--- src/rtl/muldiv_pkg.sv ---
// -----------------------------------------------------------------------------
// muldiv_pkg
// Shared types and helpers for the sequential multiply/divide unit.
//   op_e     : decoded operation (unsigned mul, signed mul, unsigned divide)
//   state_e  : control FSM states
//   counterWidth() : width of the per-bit iteration counter for an N-bit unit
//   decodeOp()     : maps the raw 2-bit op field onto op_e (11 behaves as 10)
// -----------------------------------------------------------------------------
package muldiv_pkg;

   localparam int DEFAULT_WIDTH = 8;

   typedef enum logic [1:0] {
      OP_MULU = 2'b00,
      OP_MULS = 2'b01,
      OP_DIVU = 2'b10
   } op_e;

   typedef enum logic [1:0] {
      S_IDLE = 2'd0,
      S_RUN  = 2'd1,
      S_DONE = 2'd2
   } state_e;

   // The counter only has to hold N-1, so $clog2(N) bits are enough.
   function automatic int counterWidth(input int n);
      return (n < 2) ? 1 : $clog2(n);
   endfunction

   // The reserved code 11 is treated exactly like an unsigned divide.
   function automatic op_e decodeOp(input logic [1:0] code);
      case (code)
         2'b00:   return OP_MULU;
         2'b01:   return OP_MULS;
         default: return OP_DIVU;
      endcase
   endfunction

endpackage

--- src/rtl/muldiv_seq_cond_negate.sv ---
// -----------------------------------------------------------------------------
// cond_negate
// Two's-complement negate of a W-bit value when en is high, pass-through
// otherwise. Used for operand magnitudes and for the signed product.
//   en : 1 = output -x, 0 = output x
//   x  : W-bit input
//   y  : W-bit output
// -----------------------------------------------------------------------------
module cond_negate #(
   parameter int W = 8
) (
   input  logic         en,
   input  logic [W-1:0] x,
   output logic [W-1:0] y
);

   // Negating the most negative value wraps to itself, which read as an
   // unsigned magnitude is exactly 2^(W-1), so no special case is required.
   always_comb begin
      y = en ? (~x + W'(1)) : x;
   end

endmodule

--- src/rtl/muldiv_seq.sv ---
// -----------------------------------------------------------------------------
// muldiv_seq
// Sequential N-bit multiply/divide unit, one result bit per clock.
// Shift-add multiply (unsigned and signed via magnitudes) and restoring divide.
//   clk         : system clock, rising edge
//   rst_n       : asynchronous active-low reset
//   start       : request, accepted only while busy=0
//   op          : 00 unsigned mul, 01 signed mul, 10/11 unsigned divide
//   a, b        : operands, captured when start is accepted
//   busy        : high while iterating
//   done        : one-cycle pulse when result becomes valid
//   result      : mul -> 2N-bit product, div -> {remainder, quotient}
//   div_by_zero : set with done for a divide by zero, held with result
// Build option: define MULDIV_EARLY_EXIT_EN to let multiplies finish as soon
// as the remaining multiplier bits are all zero (minimum one iteration).
// -----------------------------------------------------------------------------
import muldiv_pkg::*;

module muldiv_seq #(
   parameter int N = DEFAULT_WIDTH
) (
   input  logic           clk,
   input  logic           rst_n,
   input  logic           start,
   input  logic [1:0]     op,
   input  logic [N-1:0]   a,
   input  logic [N-1:0]   b,
   output logic           busy,
   output logic           done,
   output logic [2*N-1:0] result,
   output logic           div_by_zero
);

   localparam int CW = counterWidth(N);

   state_e         state;
   state_e         stateNext;
   op_e            startOp;
   op_e            opReg;
   logic           accept;
   logic           lastIter;
   logic           earlyExit;
   logic [CW-1:0]  count;
   logic           signReg;

   logic           negA;
   logic           negB;
   logic [N-1:0]   magA;
   logic [N-1:0]   magB;

   logic [2*N-1:0] acc;
   logic [2*N-1:0] mcand;
   logic [N-1:0]   mplier;
   logic [2*N-1:0] nextAcc;
   logic [2*N-1:0] product;

   logic [N-1:0]   remReg;
   logic [N-1:0]   quoReg;
   logic [N-1:0]   divisor;
   logic [N:0]     divShift;
   logic [N:0]     divDiff;
   logic           divFits;
   logic [N-1:0]   nextRem;
   logic [N-1:0]   nextQuo;

   logic [2*N-1:0] finalResult;

   // Operand magnitudes are only taken for a signed multiply; every other
   // op sees the raw operands through the pass-through path.
   assign startOp = decodeOp(op);
   assign negA    = (startOp == OP_MULS) && a[N-1];
   assign negB    = (startOp == OP_MULS) && b[N-1];

   cond_negate #(.W(N)) uNegA (
      .en (negA),
      .x  (a),
      .y  (magA)
   );

   cond_negate #(.W(N)) uNegB (
      .en (negB),
      .x  (b),
      .y  (magB)
   );

   // One shift-add step: the accumulator picks up the shifted multiplicand
   // whenever the multiplier bit currently at the bottom is set.
   always_comb begin
      nextAcc = acc;
      if (mplier[0]) begin
         nextAcc = acc + mcand;
      end
   end

   // The final accumulator value is negated here when the operand signs
   // differed, so the stored product is already in two's complement.
   cond_negate #(.W(2*N)) uNegP (
      .en (signReg),
      .x  (nextAcc),
      .y  (product)
   );

   // One restoring-divide step: bring the next dividend bit into the partial
   // remainder and subtract the divisor if it fits. With a zero divisor it
   // always "fits", leaving quotient all ones and remainder equal to a.
   always_comb begin
      divShift = {remReg, quoReg[N-1]};
      divDiff  = divShift - {1'b0, divisor};
      divFits  = (divShift >= {1'b0, divisor});
      nextRem  = divFits ? divDiff[N-1:0] : divShift[N-1:0];
      nextQuo  = {quoReg[N-2:0], divFits};
   end

   // The value committed to result on the last iteration.
   always_comb begin
      finalResult = product;
      if (opReg == OP_DIVU) begin
         finalResult = {nextRem, nextQuo};
      end
   end

   // Early exit looks at the multiplier bits that would remain after this
   // step; in the default build multiplies always run all N iterations.
   always_comb begin
`ifdef MULDIV_EARLY_EXIT_EN
      earlyExit = (opReg != OP_DIVU) && (mplier[N-1:1] == '0);
`else
      earlyExit = 1'b0;
`endif
      lastIter = (count == '0) || earlyExit;
   end

   // Control state register.
   always_ff @(posedge clk or negedge rst_n) begin
      if (!rst_n) begin
         state <= S_IDLE;
      end else begin
         state <= stateNext;
      end
   end

   // Next-state and handshake outputs. A start in the DONE cycle is taken
   // directly so consecutive operations run with no idle gap.
   always_comb begin
      stateNext = state;
      accept    = 1'b0;
      busy      = 1'b0;
      done      = 1'b0;
      case (state)
         S_IDLE: begin
            if (start) begin
               accept    = 1'b1;
               stateNext = S_RUN;
            end
         end
         S_RUN: begin
            busy = 1'b1;
            if (lastIter) begin
               stateNext = S_DONE;
            end
         end
         S_DONE: begin
            done = 1'b1;
            if (start) begin
               accept    = 1'b1;
               stateNext = S_RUN;
            end else begin
               stateNext = S_IDLE;
            end
         end
         default: begin
            stateNext = S_IDLE;
         end
      endcase
   end

   // Datapath. Operands are captured on acceptance so later input changes are
   // harmless; result and div_by_zero only move on the final iteration, so
   // they hold the previous answer throughout RUN.
   always_ff @(posedge clk or negedge rst_n) begin
      if (!rst_n) begin
         opReg       <= OP_MULU;
         signReg     <= 1'b0;
         count       <= '0;
         acc         <= '0;
         mcand       <= '0;
         mplier      <= '0;
         remReg      <= '0;
         quoReg      <= '0;
         divisor     <= '0;
         result      <= '0;
         div_by_zero <= 1'b0;
      end else if (accept) begin
         opReg       <= startOp;
         signReg     <= (startOp == OP_MULS) && (a[N-1] ^ b[N-1]);
         count       <= CW'(N-1);
         acc         <= '0;
         mcand       <= {{N{1'b0}}, magA};
         mplier      <= magB;
         remReg      <= '0;
         quoReg      <= a;
         divisor     <= b;
         div_by_zero <= 1'b0;
      end else if (state == S_RUN) begin
         count <= count - 1'b1;
         if (opReg == OP_DIVU) begin
            remReg <= nextRem;
            quoReg <= nextQuo;
         end else begin
            acc    <= nextAcc;
            mcand  <= mcand << 1;
            mplier <= mplier >> 1;
         end
         if (lastIter) begin
            result      <= finalResult;
            div_by_zero <= (opReg == OP_DIVU) && (divisor == '0);
         end
      end
   end

endmodule

--- config.mk ---
export PLATFORM = sky130hd
export DESIGN_NAME = muldiv_seq
export DESIGN_NICKNAME = d
export VERILOG_FILES = /design/src/rtl/muldiv_pkg.sv /design/src/rtl/muldiv_seq_cond_negate.sv /design/src/rtl/muldiv_seq.sv
export SDC_FILE = /design/constraint.sdc
export NUM_CORES = 1
export LEC_CHECK = 0
export CAP_MARGIN = 30
export CELL_PAD_IN_SITES_DETAIL_PLACEMENT = 0
export CELL_PAD_IN_SITES_GLOBAL_PLACEMENT = 2
export CORE_UTILIZATION = 40
export CTS_BUF_LIST = sky130_fd_sc_hd__clkbuf_4 sky130_fd_sc_hd__clkbuf_8
export CTS_CLUSTER_SIZE = 28
export DETAILED_ROUTE_END_ITERATION = 10
export MAX_ROUTING_LAYER = met4
export PLACE_DENSITY = 0.86
export SLEW_MARGIN = 20
export SYNTH_ARGS = -nofsm -noshare
export SYNTH_HDL_FRONTEND = slang
export SYNTH_HIERARCHICAL = 1
export SYNTH_SLANG_ARGS = --single-unit
--- constraint.sdc ---
create_clock -name clk -period 8.25 [get_ports clk]
set_input_delay 2.0625 -clock clk [delete_from_list [all_inputs] [get_ports clk]]
set_output_delay 2.0625 -clock clk [all_outputs]
set_load 0.005 [all_outputs]
==> results of run 1 <==
[placed cells by master, fill, tap and decap left out, drive strengths merged, types with 10 or more instances in the layout]
master	count
a21oi	31
a31oi	27
and3	11
buf	11
clkbuf	10
clkdlybuf4s50	38
dfrtp	89
ha	28
inv	30
mux2i	14
nand2	129
nand3	31
nor2	48
o21ai	54
o31ai	16
or3	11
xnor2	31
[report_power, final]
part	internal, mW	total [mW]	switching, mW
logic	0.728	1.72	0.993
registers	0.628	0.774	0.146
clock network	0.144	0.312	0.167
total	1.50	2.81	1.31
[metrics by stage]
step | area [µm²] | util | hold slack, ns | instances
global placement | 6420 | 0.454 | 0.455 | 879
floorplan | 5890 | - | 0.440 | 688
finish | 6700 | 0.474 | 0.474 | 899
global route | 6700 | 0.474 | 0.489 | 899
CTS | 6630 | 0.469 | 0.475 | 896
detailed placement | 6430 | 0.455 | 0.463 | 880
[worst paths after layout]
path                           from    endpoint  slack (ns)  depth (start not counted)
max in group asynchronous     rst_n   remReg[0]        5.82                          3
setup reg to reg             acc[0]  result[14]        4.20                         15
min in group asynchronous     rst_n      acc[5]        1.53                          1
hold / removal             count[0]    count[0]        0.47                          1
hold reg to reg            count[0]    count[0]        0.47                          1
setup / recovery             acc[0]  result[14]        4.20                         15
[registers in the layout, summed over array words and instances, names as in the netlist]
register     flops
remReg           8
acc             16
quoReg           8
mcand           16
result          16
opReg            2
mplier           8
state            2
count            3
divisor          8
signReg          1
div_by_zero      1
[layout make-up]
cell class | instances | area share
multi-input cells | 534 | 0.510
flip-flops and latches | 89 | 0.332
repair buffers | 49 | 0.0768
well taps | 180 | 0.0336
clock buffers | 10 | 0.0196
inverters | 31 | 0.0174
clock inverters | 6 | 0.0101
[cell families (layout without fill, tap and decap cells)]
| kind of cell | count (synthesis) | count (layout) |
|---|---|---|
| xor gates and xnor gates | 39 | 39 |
| and+or+nand+nor | 264 | 264 |
| AOI/OAI and AO/OA | 180 | 180 |
| DFF | 89 | 89 |
| muxes | 21 | 21 |
| adders and majority gates | 30 | 30 |
| buffers and inverters | 65 | 96 |
[per-layer routing]
layer  vias up  part of all wire  GRT usage
li1       2472                 -          -
met1      2419              0.50      0.298
met2        83              0.45      0.319
met3        17             0.030     0.0327
met4         0             0.018     0.0896
met5         -                 0          -
[worst max-delay path: stages, from the launching register on]
cell,delay [ns]
dfrtp_1,0.40
ha_1,0.24
fa_1,0.44
a211oi_2,0.27
o21a_1,0.21
o21bai_1,0.11
a21oi_1,0.20
xnor2_1,0.10
mux2_2,0.33
or4_1,0.59
o31ai_1,0.26
nand2_1,0.09
xor2_1,0.17
or3_1,0.37
o21ai_0,0.08
a31oi_1,0.07
[cell usage after synthesis (all sizes together), types with 9 or more instances]
library cell	count
a21o	9
a21oi	31
a31oi	27
and3	11
clkbuf	29
dfrtp	89
ha	28
inv	29
mux2i	14
nand2	129
nand3	31
nor2	48
o21ai	54
o31ai	16
or3	11
xnor2	31
==> flow_metrics.tcl, run 1 <==
set metrics [dict create \
    grt_use_total 0.217 \
    root_buffer "clkbuf_8" \
    overflow 0 \
    yosys.area.top_type_share 0.378 \
    io_buffers 39 \
    netlist_instances 688 \
    multiInputGateArea_mm2 0.00342 \
    powerDensity_mw_per_mm2 419 \
    antenna_left 0 \
    end_kind "register" \
    post_cts_resize_count 0 \
    start_kind "register" \
    synth_adder_area_share 0.0662 \
    seq_area_frac_synth 0.378 \
    syn_avg_cell_area_um2 8.57 \
    finalHoldViolations 0 \
    grt_pass1_vias 4792 \
    synth_simple_gate_area_frac 0.206 \
    start_util 0.416 \
    num_rows 43 \
    critPathKind "reg -> reg" \
    synth_xor_area_frac 0.0580 \
    worst_pin_slew_ns 0.753 \
    synth_edf_count 0 \
    coreArea_mm2 0.0141 \
    syn-num-nets 739 \
    clk_pin_slew_ns 0.09 \
    fin_nets 765 \
    synth_top_family_by_area "compound AO/OA/AOI/OAI gates" \
    synth_warnings 6 \
    dp_slack_ns 4.26 \
    critPathMaxFanout 5 \
    hp-class "reg -> reg" \
    synth_cell_types 64 \
    first_iter_violations 330 \
    max_freq_ghz 0.247 \
    grt_antenna_before_repair 0 \
    area_delta_synth_final_pct 13.7 \
    power.leakage_nw 3.02 \
    fillCellCount 1364 \
    period_share 0.492 \
    routed_wl_um 15000 \
    cts_num_sinks 89 \
    setup_viol 0 \
    grt_max_degree 74 \
    ir_drop_mv 0.170 \
    antenna_cells 0 \
    chipWidth_um 123 \
    required_ns 8.50 \
    maxCapViolCount 0 \
    cts_tree "built" \
    drive_gt1_frac 0.0974 \
    area.sequential_mm2 0.00223 \
    yosys.area.top_type "dfrtp_1" \
    p_total_mw 2.81 \
    vias 4991 \
    pin_count 40 \
    clk_latency_ns 0.38 \
    cts_buffer_depth 2 \
    cts_inserted_buffers 9 \
    slew_viol_final 0 \
    synth_mux_area_frac 0.0378 \
    dp_hpwl_um 10800 \
    rsz0062_at_grt "no" \
    dr.pass1.iters 5 \
    async_flop_share 1.00 \
    avgRoutedWirePerCell_um 16.6 \
    die-area_mm2 0.0152 \
    fin_ws_ns 4.20 \
    ctsHoldBuffers 0 \
    syn_area_mm2 0.00589 \
    grt_pass1_wl_um 24500 \
    crit_arrival_ns 4.30 \
    yosys-top-cells-area "dfrtp_1 (38%), nand2_1 (8.2%), ha_1 (5.9%)" \
    status "completed" \
    cts_setup_buffers 0 \
    synth_ff_type "dfrtp_1" \
    max_slew_margin 0.496 \
    synth_seq_cells 89 \
    synth-compound-area-share 0.210 \
    skew_ns 0.00853 \
    vias_per_cell 5.55 \
    gp_congestion 0.822 \
    h-tree-depth 3 \
    drc 0 \
    final.min_clock_period_ns 4.05 \
    fp.dieH_um 123 \
    tns_ns 0 \
]
No activity file was read; power rests on OpenSTA's default activity.
==> inputs of run 2 (changes only) <==
CORE_UTILIZATION = 38   (was 40)
PLACE_DENSITY = 0.83   (was 0.86)
clock period = 4.1 ns   (was 8.25 ns; I/O delays follow)
==> run 2 against run 1 <==
Largest cell class unchanged. Clock-buffer cell count is 1 lower. Maximum frequency up 3.9%. Clock power is 80% higher.
==> flow_metrics.tcl, run 2 (synthesized netlist as in run 1, its figures left out) <==
set metrics [dict create \
    status "completed" \
    grt_max_degree 49 \
    max_freq_ghz 0.256 \
    chipWidth_um 127 \
    layout_common_cells "nand2_1 (129), dfrtp_1 (89), nor2_1 (47)" \
    worst_pin_slew_ns 0.898 \
    fillCellCount 1480 \
    cts_inserted_buffers 9 \
    cts_buffer_depth 2 \
    clk_pin_slew_ns 0.10 \
    vias 5010 \
    max_slew_margin 0.400 \
    required_ns 4.42 \
    critPathMaxFanout 4 \
    routed_wl_um 15100 \
    reg_top3 "acc x16, mcand x16, result x16" \
    cts_tree "built" \
    period_share 0.952 \
    hp-start "count[0]" \
    antenna_left 0 \
    switching_share 0.475 \
    pin_count 40 \
    gp_congestion 0.837 \
    finalHoldViolations 0 \
    start_kind "register" \
    num_rows 45 \
    grt_use_total 0.209 \
    crit_arrival_ns 4.22 \
    fp.dieH_um 127 \
    powerDensity_mw_per_mm2 841 \
    coreArea_mm2 0.0151 \
    fin_ws_ns 0.197 \
    reg2reg_from "acc[0]" \
    crit_path_start "acc[0]" \
    avgRoutedWirePerCell_um 16.6 \
    overflow 0 \
    h-tree-depth 3 \
    critPathKind "reg -> reg" \
    grt_pass1_vias 4989 \
    drive_gt1_frac 0.109 \
    maxCapViolCount 0 \
    die-area_mm2 0.0160 \
    drc 0 \
    root_buffer "clkbuf_8" \
    internal_power_mw 2.97 \
    setup_viol 0 \
    skew_ns 0.0109 \
    io_buffers 39 \
    slew_viol_final 0 \
    fin_nets 771 \
    final_common_cell "nand2_1" \
    first_iter_violations 346 \
    combPwrFrac 0.622 \
    power.switching_mw 2.69 \
    clk_latency_ns 0.39 \
    ir_drop_mv 0.257 \
    sequentialPowerShare 0.279 \
    clockPowerShare 0.099 \
    dr.pass1.iters 5 \
    vias_per_cell 5.49 \
    area_delta_synth_final_pct 14.2 \
    grt_antenna_before_repair 0 \
    cts_num_sinks 89 \
    hp-class "reg -> reg" \
    dp_hpwl_um 11200 \
    dp_slack_ns 0.146 \
    end_kind "register" \
    tns_ns 0 \
    hold_ws_ns 0.464 \
    grt_pass1_wl_um 25500 \
    final.min_clock_period_ns 3.90 \
    start_util 0.389 \
    power.leakage_nw 3.02 \
]
run 2: timing repair:
action                     in CTS  in global routing
resized for setup               0                  8
setup buffers                   0                  2
hold buffers                    0                  0
setup endpoints to repair       0                  2
run 2: final cells by class:
cell class	instances	area [µm²]	share of cell area
clock inverter	6	46.3	0.00688
sequential	89	2230	0.331
clock buffer	9	124	0.0184
tap	188	235	0.0350
inverter	31	116	0.0173
multi-input combinational	534	3470	0.515
antenna	1	2.50	0.000372
timing repair buffer	55	512	0.0761
run 2: worst paths after layout:
path | slack, ns | end | depth (start not counted)
max reg2reg | 0.20 | result[15] | 14
min | 0.46 | count[0] | 1
min reg2reg | 0.46 | count[0] | 1
max in group asynchronous | 2.70 | count[2] | 2
max | 0.20 | result[15] | 14
min in group asynchronous | 0.66 | quoReg[0] | 1
run 2: power by group through the flow:
stage	Combinational (mW)	Clock (mW)	Sequential, mW
after floorplan	2.52	0	1.49
after global placement	3.39	0	1.58
after detailed placement	3.44	0	1.60
after CTS	3.46	0.580	1.58
after global routing	3.95	0.614	1.63
final	3.52	0.561	1.58
run 2: critical path: stages (launching register included):
cell and delay (ns):
dfrtp_1 0.43, ha_4 0.19, fa_2 0.40, a211oi_4 0.30, o21a_1 0.20, o21bai_1 0.10, o41a_1 0.34, xnor2_1 0.19
a21oi_1 0.17, or3_1 0.40, or4_1 0.43, o41ai_2 0.27, xnor2_1 0.16, a21oi_1 0.08, a21oi_1 0.17
run 2: per-stage QoR:
| stage | area [µm²] | total power, mW | std cells | util |
|---|---|---|---|---|
| floorplan | 5890 | 4.01 | 688 | - |
| global placement | 6480 | 4.97 | 894 | 0.428 |
| detailed placement | 6480 | 5.03 | 894 | 0.428 |
| CTS | 6650 | 5.62 | 909 | 0.439 |
| global route | 6730 | 6.19 | 912 | 0.444 |
| finish | 6730 | 5.66 | 913 | 0.444 |
run 2: metal layers:
metal	vias to the layer above	share of wire	global-route usage
met4	0	0.022	0.0815
met5	-	0	-
met1	2429	0.50	0.278
met3	21	0.029	0.0295
met2	72	0.45	0.323
li1	2488	-	-
==> inputs of run 3 (changes only) <==
SYNTH_HIERARCHICAL = default   (was 1)
==> run 3 against run 2 <==
Critical path depth shrank 3. Via count rose by 1.4%. Register-to-register slack better by 0.25 ns. Die area fell by 1.7%. Critical endpoint unchanged.
==> flow_metrics.tcl, run 3 <==
set metrics [dict create \
    yosys.area.top_type "dfrtp_1" \
    routed_wl_um 15900 \
    status "completed" \
    start_util 0.394 \
    start_kind "register" \
    die-area_mm2 0.0157 \
    cts_num_sinks 89 \
    max_freq_ghz 0.274 \
    hold_ws_ns 0.483 \
    grt_pass1_wl_um 26200 \
    ir_drop_mv 0.335 \
    async_flop_share 1.00 \
    period_share 0.890 \
    layout_common_cells "nand2_1 (121), dfrtp_1 (89), o21ai_0 (69)" \
    required_ns 4.36 \
    crit_arrival_ns 3.91 \
    chipWidth_um 125 \
    grt_pass1_vias 5039 \
    yosysMostFrequentCell "nand2_1" \
    first_iter_violations 357 \
    fin_area_mm2 0.00661 \
    rsz0062_at_grt "no" \
    syn_area_mm2 0.00579 \
    cts_buffer_depth 2 \
    grt_use_total 0.219 \
    final_common_cell "nand2_1" \
    fin_nets 768 \
    yosys.area.top_type_share 0.385 \
    critPathKind "reg -> reg" \
    ctsHoldBuffers 0 \
    synth_top_cells_by_count "nand2_1 (121), dfrtp_1 (89), o21ai_0 (69)" \
    synth_ff_type "dfrtp_1" \
    root_buffer "clkbuf_8" \
    reg_top3 "acc x16, mcand x16, result x16" \
    syn_avg_cell_area_um2 8.44 \
    cts_setup_buffers 0 \
    area_delta_synth_final_pct 14.1 \
    hp-class "reg -> reg" \
    power.leakage_nw 2.98 \
    synth_cell_types 66 \
    drc 0 \
    antenna_left 0 \
    p_total_mw 5.67 \
    worst_pin_slew_ns 0.799 \
    syn-num-nets 737 \
    netlist_instances 686 \
    tns_ns 0 \
    slew_viol_final 0 \
    pin_count 40 \
    synth_edf_count 0 \
    drive_gt1_frac 0.0679 \
    synth_warnings 0 \
    vias 5078 \
    overflow 0 \
    placed_area_mm2 0.00640 \
    num_rows 44 \
    avgRoutedWirePerCell_um 17.5 \
    max_slew_margin 0.467 \
    fp.dieH_um 125 \
    seq_area_frac_synth 0.385 \
    grt_antenna_before_repair 0 \
    skew_ns 0.0128 \
    post_cts_resize_count 0 \
    final_core_util 0.449 \
    dp_hpwl_um 11700 \
    synth_seq_cells 89 \
    powerDensity_mw_per_mm2 859 \
    io_buffers 39 \
    clk_pin_slew_ns 0.10 \
    h-tree-depth 3 \
    clk_latency_ns 0.39 \
    yosys-top-cells-area "dfrtp_1 (38%), nand2_1 (7.8%), ha_1 (6.1%)" \
    cts_tree "built" \
    cts_inserted_buffers 9 \
    antenna_cells 0 \
    final.min_clock_period_ns 3.65 \
    gp_congestion 0.837 \
    coreArea_mm2 0.0147 \
    end_kind "register" \
    vias_per_cell 5.60 \
    critPathMaxFanout 4 \
    dr.pass1.iters 4 \
    grt_max_degree 59 \
    setup_viol 0 \
    finalHoldViolations 0 \
    maxCapViolCount 0 \
]
[run 3: where the power goes]
part / total [mW] / leakage, nW / internal [mW] / switching [mW]
sequential: 1.56 / 1.13 / 1.25 / 0.309
combinational: 3.45 / 1.75 / 1.40 / 2.05
clock: 0.664 / 0.103 / 0.299 / 0.366
total: 5.67 / 2.98 / 2.95 / 2.72
[run 3: final timing paths]
kind	from	endpoint	slack, ns	depth (start not counted)
max	acc[0]	result[15]	0.45	11
min in group asynchronous	rst_n	remReg[4]	0.70	1
min reg2reg	result[0]	result[0]	0.48	2
max in group asynchronous	rst_n	mplier[3]	2.63	2
min	result[0]	result[0]	0.48	2
max reg2reg	acc[0]	result[15]	0.45	11
[run 3: final cells by class]
cell class / instances / area (µm²)
clock buffer: 10 / 131
fill: 1470 / 8090
inverter: 26 / 97.6
clock inverter: 6 / 75.1
sequential: 89 / 2230
multi-input combinational: 536 / 3340
tap: 184 / 230
timing repair buffer: 55 / 508
[run 3: layer usage]
| layer | up-vias | share of wire | global-route usage |
|---|---|---|---|
| met4 | 0 | 0.015 | 0.0538 |
| met5 | - | 0 | - |
| li1 | 2506 | - | - |
| met1 | 2490 | 0.46 | 0.268 |
| met3 | 17 | 0.025 | 0.0398 |
| met2 | 65 | 0.50 | 0.373 |
[run 3: kinds of logic after synthesis]
family,Yosys count,share of synthesized area
and+or+nand+nor,270,0.217
xor gates and xnor gates,33,0.0499
DFF,89,0.385
adders and majority gates,30,0.0674
AOI/OAI and AO/OA,182,0.204
buffers and inverters,61,0.0404
muxes,21,0.0367
[run 3: metrics by stage]
| step | worst slack (ns) | cells |
|---|---|---|
| finish | 0.451 | 906 |
| global route | 0.236 | 906 |
| floorplan | 0.767 | 686 |
| CTS | 0.422 | 906 |
| global placement | 0.530 | 890 |
| detailed placement | 0.460 | 890 |
[run 3: critical path, stage by stage, from the launching register on]
cell	delay [ns]
dfrtp_1	0.41
ha_1	0.26
fa_1	0.45
a211oi_1	0.34
o21a_1	0.23
xnor2_1	0.10
mux2_2	0.28
or3_4	0.39
or4_4	0.51
o31ai_4	0.24
mux2i_1	0.22
o211ai_1	0.10
